==> src/rtl/frame_stream_ctrl_if.sv <==
// Bundle of the control, input-FIFO, core and result-FIFO signals of frame_stream_ctrl.
// The master modport is the controller side; the slave modport is the environment side.
interface frame_stream_ctrl_if #(
    parameter int DATA_W = 32,
    parameter int RES_W  = 10,
    parameter int FRM_W  = 8,
    parameter int GAP_W  = 4
);
    logic              start;
    logic [FRM_W-1:0]  num_frames;
    logic [GAP_W-1:0]  gap_cycles;
    logic              reload;
    logic              load;
    logic              load_weight_done;
    logic              fifo_empty;
    logic              fifo_rd_en;
    logic [DATA_W-1:0] fifo_data;
    logic              core_input_valid;
    logic              core_sof;
    logic [DATA_W-1:0] core_d_in;
    logic              core_output_valid;
    logic [RES_W-1:0]  core_d_out;
    logic              res_full;
    logic              res_wr_en;
    logic [RES_W-1:0]  res_data;
    logic              busy;
    logic              done;
    logic [FRM_W-1:0]  frame_idx;
    logic              err_overflow;

    modport master (
        input  start, num_frames, gap_cycles, reload, load_weight_done,
               fifo_empty, fifo_data, core_output_valid, core_d_out, res_full,
        output load, fifo_rd_en, core_input_valid, core_sof, core_d_in,
               res_wr_en, res_data, busy, done, frame_idx, err_overflow
    );

    modport slave (
        output start, num_frames, gap_cycles, reload, load_weight_done,
               fifo_empty, fifo_data, core_output_valid, core_d_out, res_full,
        input  load, fifo_rd_en, core_input_valid, core_sof, core_d_in,
               res_wr_en, res_data, busy, done, frame_idx, err_overflow
    );
endinterface

==> src/rtl/frame_stream_ctrl.sv <==
// Multi-frame sequencer: optional weight load, N frames of FRAME_WORDS words with a read gap, result collection.
// Word reaches the core one cycle after its FIFO read; reads stall on fifo_empty, results are dropped (and flagged) on res_full.
module frame_stream_ctrl #(
    parameter int DATA_W        = 32,
    parameter int RES_W         = 10,
    parameter int FRAME_WORDS   = 784,
    parameter int RES_PER_FRAME = 1,
    parameter int FRM_W         = 8,
    parameter int GAP_W         = 4
) (
    input  logic               clk,
    input  logic               rst,
    frame_stream_ctrl_if.master bus
);
    localparam int WI_W = $clog2(FRAME_WORDS + 1);
    localparam int RC_W = $clog2(RES_PER_FRAME + 1);

    typedef enum logic [2:0] {IDLE, LOAD, WLOAD, STREAM, DRAIN, WRES, FIN} state_t;

    state_t            state, state_nxt;
    logic [FRM_W-1:0]  nframes_q;
    logic [FRM_W-1:0]  frame_idx_q;
    logic [GAP_W-1:0]  gap_q;
    logic [GAP_W-1:0]  gap_cnt;
    logic [WI_W-1:0]   words_issued;
    logic [RC_W-1:0]   res_cnt;
    logic              wload_arm;
    logic              in_vld_q;
    logic              sof_q;
    logic              err_q;
    logic              start_ok;
    logic              rd_en;
    logic              last_read;
    logic              res_hit;
    logic              last_frame;
    logic              load_c;
    logic              done_c;
    logic              busy_c;

    assign start_ok   = bus.start && (bus.num_frames != '0);
    assign rd_en      = (state == STREAM) && !bus.fifo_empty && (gap_cnt == '0)
                        && (words_issued < WI_W'(FRAME_WORDS));
    assign last_read  = rd_en && (words_issued == WI_W'(FRAME_WORDS - 1));
    assign res_hit    = (state == WRES) && bus.core_output_valid
                        && (res_cnt == RC_W'(RES_PER_FRAME - 1));
    assign last_frame = (frame_idx_q == nframes_q - FRM_W'(1));

    always_comb begin
        state_nxt = state;
        load_c    = 1'b0;
        done_c    = 1'b0;
        busy_c    = (state != IDLE);
        case (state)
            IDLE: begin
                if (start_ok)
                    state_nxt = (bus.reload || !bus.load_weight_done) ? LOAD : STREAM;
            end
            LOAD: begin
                load_c    = 1'b1;
                state_nxt = WLOAD;
            end
            // The core drops load_weight_done in response to load, so the first cycle is not trusted.
            WLOAD: begin
                if (wload_arm && bus.load_weight_done)
                    state_nxt = STREAM;
            end
            STREAM: begin
                if (last_read)
                    state_nxt = DRAIN;
            end
            DRAIN: state_nxt = WRES;
            WRES: begin
                if (res_hit)
                    state_nxt = last_frame ? FIN : STREAM;
            end
            FIN: begin
                done_c    = 1'b1;
                state_nxt = IDLE;
            end
            default: state_nxt = IDLE;
        endcase
    end

    always_ff @(posedge clk) begin
        if (rst) begin
            state        <= IDLE;
            nframes_q    <= '0;
            frame_idx_q  <= '0;
            gap_q        <= '0;
            gap_cnt      <= '0;
            words_issued <= '0;
            res_cnt      <= '0;
            wload_arm    <= 1'b0;
            in_vld_q     <= 1'b0;
            sof_q        <= 1'b0;
            err_q        <= 1'b0;
        end else begin
            state     <= state_nxt;
            wload_arm <= (state == WLOAD);
            in_vld_q  <= rd_en;
            sof_q     <= rd_en && (words_issued == '0);
            if (bus.core_output_valid && bus.res_full)
                err_q <= 1'b1;
            if ((state == IDLE) && start_ok) begin
                nframes_q    <= bus.num_frames;
                gap_q        <= bus.gap_cycles;
                frame_idx_q  <= '0;
                words_issued <= '0;
                gap_cnt      <= '0;
                res_cnt      <= '0;
            end
            if (rd_en) begin
                words_issued <= words_issued + WI_W'(1);
                gap_cnt      <= gap_q;
            end else if (gap_cnt != '0) begin
                gap_cnt <= gap_cnt - GAP_W'(1);
            end
            // Dropped results still count, so a full result FIFO cannot stall the run.
            if ((state == WRES) && bus.core_output_valid) begin
                if (res_hit) begin
                    res_cnt <= '0;
                    if (!last_frame) begin
                        frame_idx_q  <= frame_idx_q + FRM_W'(1);
                        words_issued <= '0;
                        gap_cnt      <= '0;
                    end
                end else begin
                    res_cnt <= res_cnt + RC_W'(1);
                end
            end
        end
    end

    assign bus.load             = load_c;
    assign bus.done             = done_c;
    assign bus.busy             = busy_c;
    assign bus.fifo_rd_en       = rd_en;
    assign bus.core_input_valid = in_vld_q;
    assign bus.core_sof         = sof_q;
    assign bus.core_d_in        = bus.fifo_data;
    assign bus.res_wr_en        = bus.core_output_valid && !bus.res_full;
    assign bus.res_data         = bus.core_output_valid ? bus.core_d_out : '0;
    assign bus.frame_idx        = frame_idx_q;
    assign bus.err_overflow     = err_q;
endmodule

==> src/flat_wrapper.sv <==
// flat-port wrapper written by rule: the top's interface ports become plain ports
module frame_stream_ctrl_flat 
#(
    parameter int DATA_W        = 32,
    parameter int RES_W         = 10,
    parameter int FRAME_WORDS   = 784,
    parameter int RES_PER_FRAME = 1,
    parameter int FRM_W         = 8,
    parameter int GAP_W         = 4
)
  (clk, rst, bus_start, bus_num_frames, bus_gap_cycles, bus_reload, bus_load_weight_done, bus_fifo_empty, bus_fifo_data, bus_core_output_valid, bus_core_d_out, bus_res_full, bus_load, bus_fifo_rd_en, bus_core_input_valid, bus_core_sof, bus_core_d_in, bus_res_wr_en, bus_res_data, bus_busy, bus_done, bus_frame_idx, bus_err_overflow);
  frame_stream_ctrl_if #(.DATA_W(DATA_W), .RES_W(RES_W), .FRM_W(FRM_W), .GAP_W(GAP_W)) bus_i ();
  input  logic clk;
  input  logic rst;
  input wire logic [$bits(bus_i.start)-1:0] bus_start;
  input wire logic [$bits(bus_i.num_frames)-1:0] bus_num_frames;
  input wire logic [$bits(bus_i.gap_cycles)-1:0] bus_gap_cycles;
  input wire logic [$bits(bus_i.reload)-1:0] bus_reload;
  input wire logic [$bits(bus_i.load_weight_done)-1:0] bus_load_weight_done;
  input wire logic [$bits(bus_i.fifo_empty)-1:0] bus_fifo_empty;
  input wire logic [$bits(bus_i.fifo_data)-1:0] bus_fifo_data;
  input wire logic [$bits(bus_i.core_output_valid)-1:0] bus_core_output_valid;
  input wire logic [$bits(bus_i.core_d_out)-1:0] bus_core_d_out;
  input wire logic [$bits(bus_i.res_full)-1:0] bus_res_full;
  output wire logic [$bits(bus_i.load)-1:0] bus_load;
  output wire logic [$bits(bus_i.fifo_rd_en)-1:0] bus_fifo_rd_en;
  output wire logic [$bits(bus_i.core_input_valid)-1:0] bus_core_input_valid;
  output wire logic [$bits(bus_i.core_sof)-1:0] bus_core_sof;
  output wire logic [$bits(bus_i.core_d_in)-1:0] bus_core_d_in;
  output wire logic [$bits(bus_i.res_wr_en)-1:0] bus_res_wr_en;
  output wire logic [$bits(bus_i.res_data)-1:0] bus_res_data;
  output wire logic [$bits(bus_i.busy)-1:0] bus_busy;
  output wire logic [$bits(bus_i.done)-1:0] bus_done;
  output wire logic [$bits(bus_i.frame_idx)-1:0] bus_frame_idx;
  output wire logic [$bits(bus_i.err_overflow)-1:0] bus_err_overflow;
  assign bus_i.start = bus_start;
  assign bus_i.num_frames = bus_num_frames;
  assign bus_i.gap_cycles = bus_gap_cycles;
  assign bus_i.reload = bus_reload;
  assign bus_i.load_weight_done = bus_load_weight_done;
  assign bus_i.fifo_empty = bus_fifo_empty;
  assign bus_i.fifo_data = bus_fifo_data;
  assign bus_i.core_output_valid = bus_core_output_valid;
  assign bus_i.core_d_out = bus_core_d_out;
  assign bus_i.res_full = bus_res_full;
  assign bus_load = bus_i.load;
  assign bus_fifo_rd_en = bus_i.fifo_rd_en;
  assign bus_core_input_valid = bus_i.core_input_valid;
  assign bus_core_sof = bus_i.core_sof;
  assign bus_core_d_in = bus_i.core_d_in;
  assign bus_res_wr_en = bus_i.res_wr_en;
  assign bus_res_data = bus_i.res_data;
  assign bus_busy = bus_i.busy;
  assign bus_done = bus_i.done;
  assign bus_frame_idx = bus_i.frame_idx;
  assign bus_err_overflow = bus_i.err_overflow;
  frame_stream_ctrl #(.DATA_W(DATA_W), .RES_W(RES_W), .FRAME_WORDS(FRAME_WORDS), .RES_PER_FRAME(RES_PER_FRAME), .FRM_W(FRM_W), .GAP_W(GAP_W)) u_core (.clk(clk), .rst(rst), .bus(bus_i));
endmodule
==> config.mk <==
export PLATFORM = sky130hd
export DESIGN_NAME = frame_stream_ctrl_flat
export DESIGN_NICKNAME = d
export VERILOG_FILES = /design/src/rtl/frame_stream_ctrl_if.sv /design/src/rtl/frame_stream_ctrl.sv /design/src/flat_wrapper.sv
export SDC_FILE = /design/constraint.sdc
export NUM_CORES = 1
export LEC_CHECK = 0
export BUFFER_PORTS_ARGS = -buffer_cell sky130_fd_sc_hd__buf_2
export CORE_ASPECT_RATIO = 0.8
export CORE_UTILIZATION = 42
export DETAILED_ROUTE_END_ITERATION = 6
export GPL_TIMING_DRIVEN = 0
export PLACE_DENSITY = 0.74
export SLEW_MARGIN = 25
export SYNTH_ARGS = -nofsm -noshare
export SYNTH_HDL_FRONTEND = slang
export SYNTH_SLANG_ARGS = --single-unit
==> constraint.sdc <==
create_clock -name clk -period 2.2 [get_ports clk]
set_input_delay 0 -clock clk [delete_from_list [all_inputs] [get_ports clk]]
set_output_delay 0 -clock clk [all_outputs]
set_load 0.02 [all_outputs]
After elaboration in Yosys (flattened, before gate mapping)
Index checks and enable logic that the tools add are counted.
Storage, ports and cells
  memory bits (read-only): 0
  input port bits: 62
  latch bits: 0
  register bits: 42
  output and inout bits: 58
  memories: 0
  bits in writable memories: 0
  word-level logic and storage cells: 82
Operators by class
  shift operators: 0
  $add $sub $neg: 5
  bitwise gates (word level): 1
  div/mod/pow operators: 0
  reduce and logical (&&, ||, !) cells: 24
  magnitude comparators: 1
  multiply operators: 0
  multiplexer cells: 28
  equal/unequal tests: 12
Operators by type and width (number)
  $mux W10: 6
  $mux W8: 4
  $mux W4: 6
  $pmux W3 S6: 1
  $mux W3: 5
  $logic_and A1 B1 Y1: 12
  $add A10 B1 Y10 const B: 1
  $eq A10 B10 Y1 const B: 1
  $logic_not A10 Y1: 1
  $lt A10 B10 Y1 const B: 1
  $eq A3 B3 Y1 const B: 3
  $add A8 B1 Y8 const B: 1
  $eq A8 B8 Y1: 1
  $ne A2 B1 Y1 const B: 4
  $reduce_bool A8 Y1: 1
  $sub A8 B1 Y8 const B: 1
  $eq A3 B2 Y1 const B: 2
  $mux W1: 5
  $logic_not A4 Y1: 1
  $reduce_and A4 Y1: 1
  $reduce_bool A4 Y1: 1
  $sub A4 B1 Y4 const B: 1
  $eq A3 B1 Y1 const B: 1
  $logic_not A1 Y1: 3
  7 further kinds: 7

Longest topological paths before layout
Gate-level depths: netlist of run 1.
  depth in word-level cells: 9
  depth in mapped cells: 9
  mapped depth without buffers: 8

Worst setup path before layout of run 1
Ideal clock, no wire load.
  path kind: register -> register
  start: register u_core.nframes_q[0]
  end: register u_core.frame_idx_q[7], in the netlist u_core.bus.frame_idx[7]
  period minus slack after synthesis: 2.341 ns
  required time: 2.082 ns
  slack: -0.141 ns
  cell stages (with the launch flop): 7
  arrival: 2.223 ns
  path through: dfxtp_1 or4_4 o21a_1 o211a_1 o2111a_2 or4_1 mux2i_1
On the way
  word-level cells in the longest chain between the ends: 5
RTL lines
  from (decl): line frame_stream_ctrl.sv:21  | logic [FRM_W-1:0] nframes_q;
  from (signal assigned): line frame_stream_ctrl.sv:105  | nframes_q <= bus.num_frames;
  $sub A8 B1 Y8: line frame_stream_ctrl.sv:46  | assign last_frame = (frame_idx_q == nframes_q - FRM_W'(1));
  $eq A8 B8 Y1: line frame_stream_ctrl.sv:46
  $mux W8: line frame_stream_ctrl.sv:122  | if (!last_frame) begin
  $mux W8: line frame_stream_ctrl.sv:120  | if (res_hit) begin
  $mux W8: line frame_stream_ctrl.sv:119  | if ((state == WRES) && bus.core_output_valid) begin
  to (signal assigned): line frame_stream_ctrl.sv:123  | frame_idx_q <= frame_idx_q + FRM_W'(1);
  to (decl): line frame_stream_ctrl.sv:22  | logic [FRM_W-1:0] frame_idx_q;
No other way between the ends.
A chain may end at the register's enable or synchronous reset.

Worst setup path in the final report of run 1
  start: register u_core.nframes_q[0]
  end: register u_core.words_issued[9]
On the way
  word-level cells in the longest chain between the ends: 5
RTL lines
  $sub A8 B1 Y8: line frame_stream_ctrl.sv:46
  $eq A8 B8 Y1: line frame_stream_ctrl.sv:46
  $mux W10: line frame_stream_ctrl.sv:122
  $mux W10: line frame_stream_ctrl.sv:120
  $mux W10: line frame_stream_ctrl.sv:119
  to (signal assigned): line frame_stream_ctrl.sv:113  | words_issued <= words_issued + WI_W'(1);
  to (decl): line frame_stream_ctrl.sv:25  | logic [WI_W-1:0] words_issued;
No other way between the ends.

==> key figures, run 1 <==
Synthesis
  – Synthesis-stage register bit count: 42
  – Yosys top cell area share: 0.3296
  – Mapped Avg Cell Area: 7.972 µm²
  – Post-synth top flop: dfxtp_1
  – Asr flop ratio synth: 0
  – Syn Inst Count: 320
  – Area contributors post-synth: dfxtp_1 33%, buf_4 9.4%, nand2_1 5.7%, a21oi_1 4.5%, nor3_1 3.3%
  – Number of synthesized flops with an enable pin: 0
  – Netlist cell types: 51
  – Syn Nets: 387
  – Post-synthesis sequential area ratio: 0.3296
  – Mapped Area: 2551 µm²
  – Post-synth top area cell: dfxtp_1
  – Yosys Warn Count: 0

Timing
  – Fin crit period: 2.345 ns
  – Setup repair after global routing missed its margin: yes
  – Actual slew at the worst max-slew pin: 0.6808 ns
  – Max frequency: 426.5 MHz
  – Slew margin rel.: 0.5461
  – Layout Skew: 0.01032 ns
  – Final period util: 1.066
  – Setup ws final: -0.1447 ns
  – Slew Viols, Final: 0
  – # setup viols final: 23
  – TNS Setup: -2.694 ns
  – Final Hold Fails: 0

Job
  – MaxCap Viol Count: 0

Worst hold path
  – HP Start: rst
  – Worst hold path cell count: 3
  – Hold Path Class: input pin to register
  – Hold path endpoint: u_core.bus.frame_idx[3]$_SDFF_PP0_

Setup path
  – Reg2reg path depth: 8
  – Reg2reg end: u_core.words_issued[9]$_SDFF_PP0_
  – CP Capture Type: register
  – Startpoint Class: register
  – Critical path arrival: 2.51 ns
  – Worst reg2reg path startpoint: u_core.nframes_q[0]$_SDFFE_PP0P_
  – Req. time, crit path: 2.36 ns
  – Crit path kind: register to register
  – Worst-path fanout max: 6
  – R2r setup slk: -0.14 ns

Run status
  – Violated checks: setup timing
  – Status: finished, violations left

CTS
  – Total CTS buffers: 5
  – Worst-Skew Late Latency: 0.31 ns
  – Root Driver: clkbuf_8
  – TritonCTS Sinks: 42
  – CTS tree: done
  – Clk slew on worst S/H paths: 0.09 ns
  – CTS max path bufs: 2
  – H-tree Lvls: 2

Cells and area
  – Inserted Diodes: 0
  – Final core utilization: 0.6512
  – Layout Cells excl Fill: 522
  – Cell area after layout: 3676 µm²
  – Area growth, synth to finish: 44.09%
  – Nets: 510
  – Most common cell after layout, fill and taps aside: buf_2
  – Most frequent cells in the layout: 87 x buf_2, 43 x buf_4, 39 x nand2_1, 39 x dfxtp_1, 22 x a21oi_1
  – Ratio of cells with drive above 1 in the final layout: 0.4392

Place
  – Dpl cells: 485
  – RD Place Congestion: 0.8089
  – Cell Area, Placed: 3094 µm²
  – Port Buffers: 87
  – Dpl hpwl: 4884 µm

Route
  – Vias per cell: 5.257
  – Post-DRT Antenna Nets: 0
  – Routed WL: 7275 µm
  – Wire per inst: 13.94 µm
  – Initial detailed-routing violation count: 264
  – DR DRC count: 0
  – DR vias: 2,744
  – Drt pass-1 iters: 4

Floorplan
  – Chip height: 71.71 µm
  – Die W: 89.14 µm
  – Initial Util: 0.4519
  – DIE AREA: 6392 µm²
  – IO Pins: 120
  – Core footprint: 5645 µm²
  – Rows: 24

Global route
  – Total grt overflow: 0
  – Largest net degree at the start of global routing: 15
  – First-pass GRT wire length: 11,470 µm
  – Total GRT Usage: 0.2290
  – Initial antenna violation count: 0
  – Vias in the first global route: 2,501

Power and ir drop
  – PD cells: 629.7 nW/µm²
  – Max VDD drop: 0.0002845 V
  – P_sw: 850.9 µW
  – Clk pwr share: 0.223
  – Leakage: 1.613 nW
  – Internal power: 1.464 mW
  – Reg power frac: 0.386
  – Comb pwr share: 0.391
  – Switch share: 0.3676
==> Yosys cell counts, drive strengths merged, types with 2 or more instances <==
| library cell | instances |
|---|---|
| a211oi | 4 |
| a21oi | 23 |
| a221oi | 2 |
| a31oi | 2 |
| and2 | 13 |
| and2b | 2 |
| and3 | 5 |
| buf | 36 |
| clkbuf | 11 |
| dfxtp | 42 |
| ha | 5 |
| inv | 12 |
| mux2 | 3 |
| mux2i | 3 |
| nand2 | 39 |
| nand2b | 3 |
| nand3 | 11 |
| nand3b | 2 |
| nand4 | 4 |
| nor2 | 13 |
| nor2b | 2 |
| nor3 | 17 |
| nor3b | 2 |
| nor4 | 4 |
| nor4b | 4 |
| o211a | 2 |
| o211ai | 7 |
| o21a | 2 |
| o21ai | 7 |
| o22ai | 2 |
| o31ai | 2 |
| or2 | 4 |
| or3 | 3 |
| or4 | 5 |
| xnor2 | 8 |
| xor2 | 5 |
==> power by group through the flow <==
stage	clock [mW]	combinational (mW)	sequential [mW]
2_1_floorplan	0	0.547	0.890
3_3_place_gp	0	0.708	0.897
3_5_place_dp	0	0.725	0.900
4_1_cts	0.524	0.863	0.890
5_1_grt	0.565	0.988	0.903
6_report	0.517	0.905	0.893
==> timing repair <==
item / in CTS / in global routing
hold buffers: 14 / 0
gates resized for setup: 37 / 16
pin swaps: 19 / 6
cloned: 1 / 0
endpoints found under the setup margin: 26 / 34
setup buffers: 12 / 2
hold endpoints to repair: 13 / 0
==> cell families (layout without fill, tap and decap cells) <==
| kind of cell | Yosys count | in the layout | synth area share |
|---|---|---|---|
| AO/OA/AOI/OAI | 60 | 60 | 0.1545 |
| XOR/XNOR | 13 | 13 | 0.04463 |
| adder cells (fa/ha/maj) | 5 | 5 | 0.02452 |
| buffers and inverters | 59 | 183 | 0.1412 |
| flip-flops | 42 | 42 | 0.3296 |
| multiplexers | 6 | 6 | 0.02501 |
| AND/OR/NAND/NOR | 135 | 135 | 0.2805 |
==> sequential cells by signal, summed over array words and instances (netlist names) <==
signal                       cells
u_core.gap_cnt                   4
u_core.res_cnt                   1
u_core.bus.frame_idx             8
u_core.bus.core_input_valid      1
u_core.words_issued             10
u_core.bus.core_sof              1
u_core.nframes_q                 8
u_core.gap_q                     4
u_core.bus.err_overflow          1
u_core.state                     3
u_core.wload_arm                 1
==> layout make-up <==
| class | count | area, µm² |
|---|---|---|
| Timing Repair Buffer | 116 | 703.2 |
| Inverter | 12 | 45.04 |
| Sequential cell | 42 | 847.1 |
| Fill cell | 472 | 1969 |
| Buffer | 47 | 329.1 |
| Clock buffer | 5 | 68.82 |
| Clock inverter | 3 | 21.27 |
| Tap cell | 78 | 97.59 |
| Multi-Input combinational cell | 219 | 1564 |
==> through the flow <==
step	power (mW)	worst slack, ns	hold slack, ns
global route	2.456	-0.2246	0.04926
global placement	1.605	-0.3908	0.2177
finish	2.315	-0.1447	0.01570
detailed placement	1.626	-0.4780	0.2177
CTS	2.276	-0.1303	0.01621
floorplan	1.437	-0.001581	0.07811
==> critical path, stage by stage, from the launching register on <==
cell	delay (ns)
dfxtp_4	0.37
or4_4	0.55
o21a_1	0.21
o211a_1	0.22
o2111a_2	0.31
buf_6	0.14
nor2_4	0.19
buf_6	0.18
a211oi_2	0.04
==> metal layers <==
layer | share of wire | GRT usage | vias up
li1 | - | - | 1347
met1 | 0.44 | 0.3064 | 1266
met2 | 0.48 | 0.3825 | 119
met3 | 0.079 | 0.04147 | 12
met4 | 0.0096 | 0.05291 | 0
met5 | 0 | 0 | -
==> how the worst max path moves through the flow <==
stage	endpoint	startpoint	cells past startpoint	slack, ns
after floorplan	u_core.bus.frame_idx[7]$_SDFF_PP0_	u_core.nframes_q[1]$_SDFFE_PP0P_	6	-0.002
after global placement	u_core.words_issued[8]$_SDFF_PP0_	u_core.gap_cnt[0]$_SDFF_PP0_	8	-0.39
after detailed placement	u_core.words_issued[8]$_SDFF_PP0_	u_core.gap_cnt[0]$_SDFF_PP0_	8	-0.48
after CTS	u_core.bus.frame_idx[7]$_SDFF_PP0_	u_core.nframes_q[1]$_SDFFE_PP0P_	6	-0.13
after global routing	u_core.bus.frame_idx[1]$_SDFF_PP0_	u_core.nframes_q[0]$_SDFFE_PP0P_	8	-0.22
final	u_core.words_issued[9]$_SDFF_PP0_	u_core.nframes_q[0]$_SDFFE_PP0P_	8	-0.14
No activity file was read; power rests on OpenSTA's default activity.
==> inputs of run 2 (changes only) <==
--- a/config.mk
+++ b/config.mk
@@ -10,7 +10,8 @@
 export CORE_UTILIZATION = 42
 export DETAILED_ROUTE_END_ITERATION = 6
 export GPL_TIMING_DRIVEN = 0
-export PLACE_DENSITY = 0.74
+export HOLD_SLACK_MARGIN = 0.15
+export PLACE_DENSITY = 0.78
 export SLEW_MARGIN = 25
 export SYNTH_ARGS = -nofsm -noshare
 export SYNTH_HDL_FRONTEND = slang
==> constraint.sdc (replaced) <==
create_clock -name clk -period 1.9 [get_ports clk]
set_input_delay 0 -clock clk [delete_from_list [all_inputs] [get_ports clk]]
set_output_delay 0 -clock clk [all_outputs]
set_load 0.02 [all_outputs]
==> run 2 against run 1 <==
Effect of this change: the flow still finishes with violations (setup timing); setup slack worse by 0.31 ns; combinational power increased by 29%; sequential power grew 16%; non-clock buffer count up 8; critical path depth is 2 lower; critical path type unchanged.
==> key figures, run 2 (same netlist as run 1, synthesis figures left out) <==
Floorplan
  – DIE AREA: 6392 µm²
  – Core footprint: 5645 µm²
  – Initial Util: 0.4519
  – Chip height: 71.71 µm
  – Die W: 89.14 µm
  – IO Pins: 120
  – Rows: 24

Setup path
  – Worst reg2reg path startpoint: u_core.nframes_q[1]$_SDFFE_PP0P_
  – Critical path arrival: 2.58 ns
  – Reg2reg end: u_core.bus.frame_idx[0]$_SDFF_PP0_
  – Crit-path max cell delay: 0.54 ns
  – R2r setup slk: -0.46 ns
  – Worst-path cell chain: or4_4, o21a_1, o211a_1, o2111a_2, or3_2, a21oi_2
  – Worst-path fanout max: 8
  – Crit path kind: register to register
  – Req. time, crit path: 2.13 ns
  – Slowest cell on crit path: or4_4
  – Startpoint Class: register
  – CP Capture Type: register
  – Reg2reg path depth: 6

Power and ir drop
  – PD cells: 801.6 nW/µm²
  – Leakage: 1.715 nW
  – Max VDD drop: 0.0004041 V

Place
  – Cell Area, Placed: 3098 µm²
  – Dpl hpwl: 4992 µm
  – RD Place Congestion: 0.8770
  – Setup WS pre-CTS: -0.7244 ns
  – Port Buffers: 87

Worst hold path
  – Hold Path Class: input pin to primary output
  – HP Start: bus_fifo_data[22]
  – Worst hold path cell count: 2
  – Hold path endpoint: bus_core_d_in[22]

Timing
  – Final Hold Fails: 0
  – Setup ws final: -0.4563 ns
  – Slew Viols, Final: 0
  – Layout Skew: 0.006518 ns
  – Final period util: 1.240
  – Slew margin rel.: 0.5744
  – # setup viols final: 24
  – Fin crit period: 2.356 ns
  – Actual slew at the worst max-slew pin: 0.6384 ns
  – Setup repair after global routing missed its margin: yes
  – Max frequency: 424.4 MHz

Cells and area
  – Ratio of cells with drive above 1 in the final layout: 0.4668
  – Nets: 518
  – Biggest register: u_core.words_issued
  – Most common cell after layout, fill and taps aside: buf_2
  – Cell area after layout: 3852 µm²
  – Max FFs per register: 10
  – Area growth, synth to finish: 51.01%
  – Inserted Diodes: 0
  – Most frequent cells in the layout: 88 x buf_2, 47 x buf_4, 39 x nand2_1

CTS
  – CTS max path bufs: 2
  – Worst-Skew Late Latency: 0.30 ns
  – Root Driver: clkbuf_8
  – CTS tree: done
  – Total CTS buffers: 5
  – Clk slew on worst S/H paths: 0.08 ns
  – H-tree Lvls: 2
  – TritonCTS Sinks: 42

Route
  – DR vias: 2,839
  – Drt pass-1 iters: 5
  – Initial detailed-routing violation count: 172
  – Routed WL: 7770 µm
  – Wire per inst: 14.66 µm
  – DR DRC count: 0
  – Post-DRT Antenna Nets: 0
  – Vias per cell: 5.357

Global route
  – Vias in the first global route: 2,622
  – Total GRT Usage: 0.2369
  – First-pass GRT wire length: 11,810 µm
  – Largest net degree at the start of global routing: 14
  – Initial antenna violation count: 0
  – Total grt overflow: 0

Run status
  – Violated checks: setup timing
  – Status: finished, violations left

Job
  – MaxCap Viol Count: 0
run 2: cell count changes in the layout (fill, tap and decap cells not counted), sizes merged:
cell | before | now
clkinv | 2 | 0
clkbuf | 17 | 16
bufinv | 0 | 2
dlygate4sd3 | 14 | 17
buf | 137 | 144
clkinvlp | 1 | 0
run 2: final cells by class:
class | count | area, µm²
fill | 453 | 1793
inverter | 12 | 45.04
sequential | 42 | 850.8
buffer | 46 | 329.1
clock inverter | 2 | 60.06
timing repair buffer | 125 | 789.5
tap | 78 | 97.59
clock buffer | 6 | 82.58
multi-input combinational | 219 | 1598
run 2: critical path, delay by kind of cell, from the launching register on:
kind | cells | cell delay, ns
flip-flops | 1 | 0.33
AO/OA/AOI/OAI | 4 | 0.93
AND/OR/NAND/NOR | 2 | 1.03
run 2: timing repair:
item | in CTS | in global routing
gates cloned | 1 | 0
endpoints found under the hold margin | 16 | 0
pin swaps | 8 | 7
hold buffers | 17 | 0
endpoints found under the setup margin | 35 | 36
setup buffers | 15 | 5
resized for setup | 30 | 40
run 2: worst max-delay path by stage:
stage,start,end,cells after the start
3_5_place_dp,u_core.gap_cnt[0]$_SDFF_PP0_,u_core.words_issued[6]$_SDFF_PP0_,8
6_report,u_core.nframes_q[1]$_SDFFE_PP0P_,u_core.bus.frame_idx[0]$_SDFF_PP0_,6
3_3_place_gp,u_core.gap_cnt[0]$_SDFF_PP0_,u_core.words_issued[8]$_SDFF_PP0_,8
4_1_cts,u_core.nframes_q[0]$_SDFFE_PP0P_,u_core.bus.frame_idx[7]$_SDFF_PP0_,6
5_1_grt,u_core.nframes_q[1]$_SDFFE_PP0P_,u_core.bus.frame_idx[0]$_SDFF_PP0_,6
2_1_floorplan,u_core.nframes_q[1]$_SDFFE_PP0P_,u_core.bus.frame_idx[7]$_SDFF_PP0_,6
run 2: per-stage QoR:
step,util,total power [mW],hold slack (ns),TNS (ns),std cells
after floorplan,-,1.664,0.07811,-4.618,320
after global placement,0.5488,1.850,0.2177,-12.78,485
after detailed placement,0.5488,1.879,0.2176,-15.57,485
after CTS,0.6514,2.949,0.2176,-8.076,526
after global routing,0.6824,3.228,0.2213,-10.48,530
final,0.6824,3.088,0.2163,-8.320,530
run 2: power breakdown:
group / internal (mW) / total [mW] / leakage (nW) / switching, mW
registers: 0.959 / 1.04 / 0.344 / 0.0766
logic: 0.556 / 1.17 / 1.30 / 0.613
clock network: 0.561 / 0.884 / 0.0714 / 0.323
total: 2.08 / 3.09 / 1.71 / 1.01
run 2: layer usage:
metal	vias to the layer above	GRT usage	part of all wire
met3	11	0.05415	0.074
met5	-	0	0
met1	1342	0.3012	0.42
li1	1358	-	-
met4	0	0.06173	0.0090
met2	128	0.4029	0.49
==> inputs of run 3 (changes only) <==
--- a/config.mk
+++ b/config.mk
@@ -11,7 +11,7 @@
 export DETAILED_ROUTE_END_ITERATION = 6
 export GPL_TIMING_DRIVEN = 0
 export HOLD_SLACK_MARGIN = 0.15
-export PLACE_DENSITY = 0.78
+export PLACE_DENSITY_LB_ADDON = 0.1
 export SLEW_MARGIN = 25
 export SYNTH_ARGS = -nofsm -noshare
 export SYNTH_HDL_FRONTEND = slang
==> run 3 against run 2 <==
Effect of this change: routed wire length down 8.1%; critical path type unchanged; highest routed layer unchanged; sequential power is essentially flat; fmax rose by 0.39%; critical endpoint is now u_core.bus.frame_idx[7]$_SDFF_PP0_; the run still ends with setup timing left.
==> key figures, run 3 (same netlist as run 1, synthesis figures left out) <==
Setup path
  – Req. time, crit path: 2.10 ns
  – Reg2reg path depth: 6
  – Startpoint Class: register
  – Crit path kind: register to register
  – Worst-path fanout max: 8
  – CP Capture Type: register
  – Critical path arrival: 2.54 ns

Route
  – Initial detailed-routing violation count: 131
  – DR DRC count: 0
  – Routed WL: 7142 µm
  – Drt pass-1 iters: 4
  – Wire per inst: 13.68 µm
  – Vias per cell: 5.184
  – Post-DRT Antenna Nets: 0
  – DR vias: 2,706

Cells and area
  – Biggest register: u_core.words_issued
  – Cell area after layout: 3735 µm²
  – Most common cell after layout, fill and taps aside: buf_2
  – Register area: 849.6 µm²
  – Ratio of cells with drive above 1 in the final layout: 0.4414
  – Area growth, synth to finish: 46.40%
  – Filler cell count: 501
  – Nets: 510
  – Inserted Diodes: 0
  – Multi-input logic area: 1592 µm²
  – Most frequent cells in the layout: 90 x buf_2, 40 x buf_4, 39 x nand2_1, 39 x dfxtp_1, 20 x a21oi_1
  – Max FFs per register: 10

Floorplan
  – Die W: 89.14 µm
  – Chip height: 71.71 µm
  – Initial Util: 0.4519
  – Core footprint: 5645 µm²
  – Rows: 24
  – DIE AREA: 6392 µm²
  – IO Pins: 120

Timing
  – Final period util: 1.235
  – Setup ws final: -0.4472 ns
  – Final Hold Fails: 0
  – Actual slew at the worst max-slew pin: 0.6832 ns
  – Max frequency: 426.0 MHz
  – Fin crit period: 2.347 ns
  – Slew margin rel.: 0.5445
  – # setup viols final: 24
  – Setup repair after global routing missed its margin: yes
  – Layout Skew: 0.01085 ns
  – Slew Viols, Final: 0

Power and ir drop
  – Final Total Pwr: 2.853 mW
  – Leakage: 1.646 nW
  – PD cells: 763.8 nW/µm²
  – Max VDD drop: 0.0003011 V

Job
  – MaxCap Viol Count: 0

CTS
  – TritonCTS Sinks: 42
  – Worst-Skew Late Latency: 0.30 ns
  – Total CTS buffers: 5
  – Clk slew on worst S/H paths: 0.09 ns
  – Hold buffer count at cts: 17
  – Root Driver: clkbuf_8
  – CTS tree: done
  – CTS max path bufs: 2
  – H-tree Lvls: 2

Place
  – RD Place Congestion: 0.8176
  – Dpl hpwl: 4935 µm
  – Port Buffers: 87
  – Cell Area, Placed: 3098 µm²

Global route
  – Largest net degree at the start of global routing: 14
  – Initial antenna violation count: 0
  – Total grt overflow: 0
  – Vias in the first global route: 2,454
  – Total GRT Usage: 0.2291
  – First-pass GRT wire length: 11,360 µm

Worst hold path
  – Worst hold path cell count: 4
  – Hold Path Class: input pin to register

Run status
  – Violated checks: setup timing
  – Status: finished, violations left
-- run 3: cell types whose count changed in the layout (fill, tap and decap cells not counted), sizes merged --
cell / delta
buf: -7
clkbuf: -2
bufinv: -1
clkinv: +2
-- run 3: where the power goes --
| part | total, mW | switching (mW) | internal, mW |
|---|---|---|---|
| Sequential | 1.04 | 0.0807 | 0.959 |
| Clock | 0.713 | 0.325 | 0.387 |
| Combinational | 1.10 | 0.580 | 0.521 |
-- run 3: through the flow --
stage	hold WS, ns	utilization	setup TNS [ns]	setup slack, ns	cells
global route	0.1144	0.6616	-10.35	-0.5024	522
detailed placement	0.2174	0.5488	-14.52	-0.7186	485
floorplan	0.07811	-	-4.618	-0.2985	320
global placement	0.2178	0.5488	-13.85	-0.6830	485
CTS	0.1116	0.6476	-7.639	-0.4224	519
finish	0.1112	0.6616	-8.314	-0.4472	522
-- run 3: area by class of cell --
class | count | area share
buffer | 47 | 0.08878
clock buffer | 5 | 0.01843
clock inverter | 3 | 0.01072
inverter | 12 | 0.01206
multi-input combinational | 219 | 0.4261
sequential | 42 | 0.2275
tap | 78 | 0.02613
timing repair buffer | 116 | 0.1903
-- run 3: routing by layer --
| metal | vias to the layer above | share of wire | track usage |
|---|---|---|---|
| met5 | - | 0 | 0 |
| met2 | 98 | 0.47 | 0.3715 |
| li1 | 1343 | - | - |
| met4 | 0 | 0.0088 | 0.04938 |
| met1 | 1256 | 0.47 | 0.3141 |
| met3 | 9 | 0.058 | 0.04724 |
-- run 3: path summary, 6_finish.rpt --
check                           slack (ns)                            endpoint                             start
worst max-delay path                 -0.45  u_core.bus.frame_idx[7]$_SDFF_PP0_  u_core.nframes_q[0]$_SDFFE_PP0P_
worst min-delay path                  0.11      u_core.bus.core_sof$_SDFF_PP0_                    bus_fifo_empty
worst max register to register       -0.45  u_core.bus.frame_idx[7]$_SDFF_PP0_  u_core.nframes_q[0]$_SDFFE_PP0P_
worst min register to register        0.46         u_core.res_cnt$_SDFFE_PP0P_       u_core.res_cnt$_SDFFE_PP0P_
-- run 3: repair_timing --
action	in CTS	in global routing
setup endpoints to repair	34	34
setup buffers	8	3
gates resized for setup	44	17
gates cloned	1	0
pin swaps	11	10
endpoints found under the hold margin	18	2
-- run 3: critical path, cell delays in order (launching register included) --
cell	delay, ns
dfxtp_4	0.36
or4_4	0.56
o21a_1	0.21
o211a_1	0.23
o2111a_2	0.32
or4_4	0.43
mux2i_1	0.13
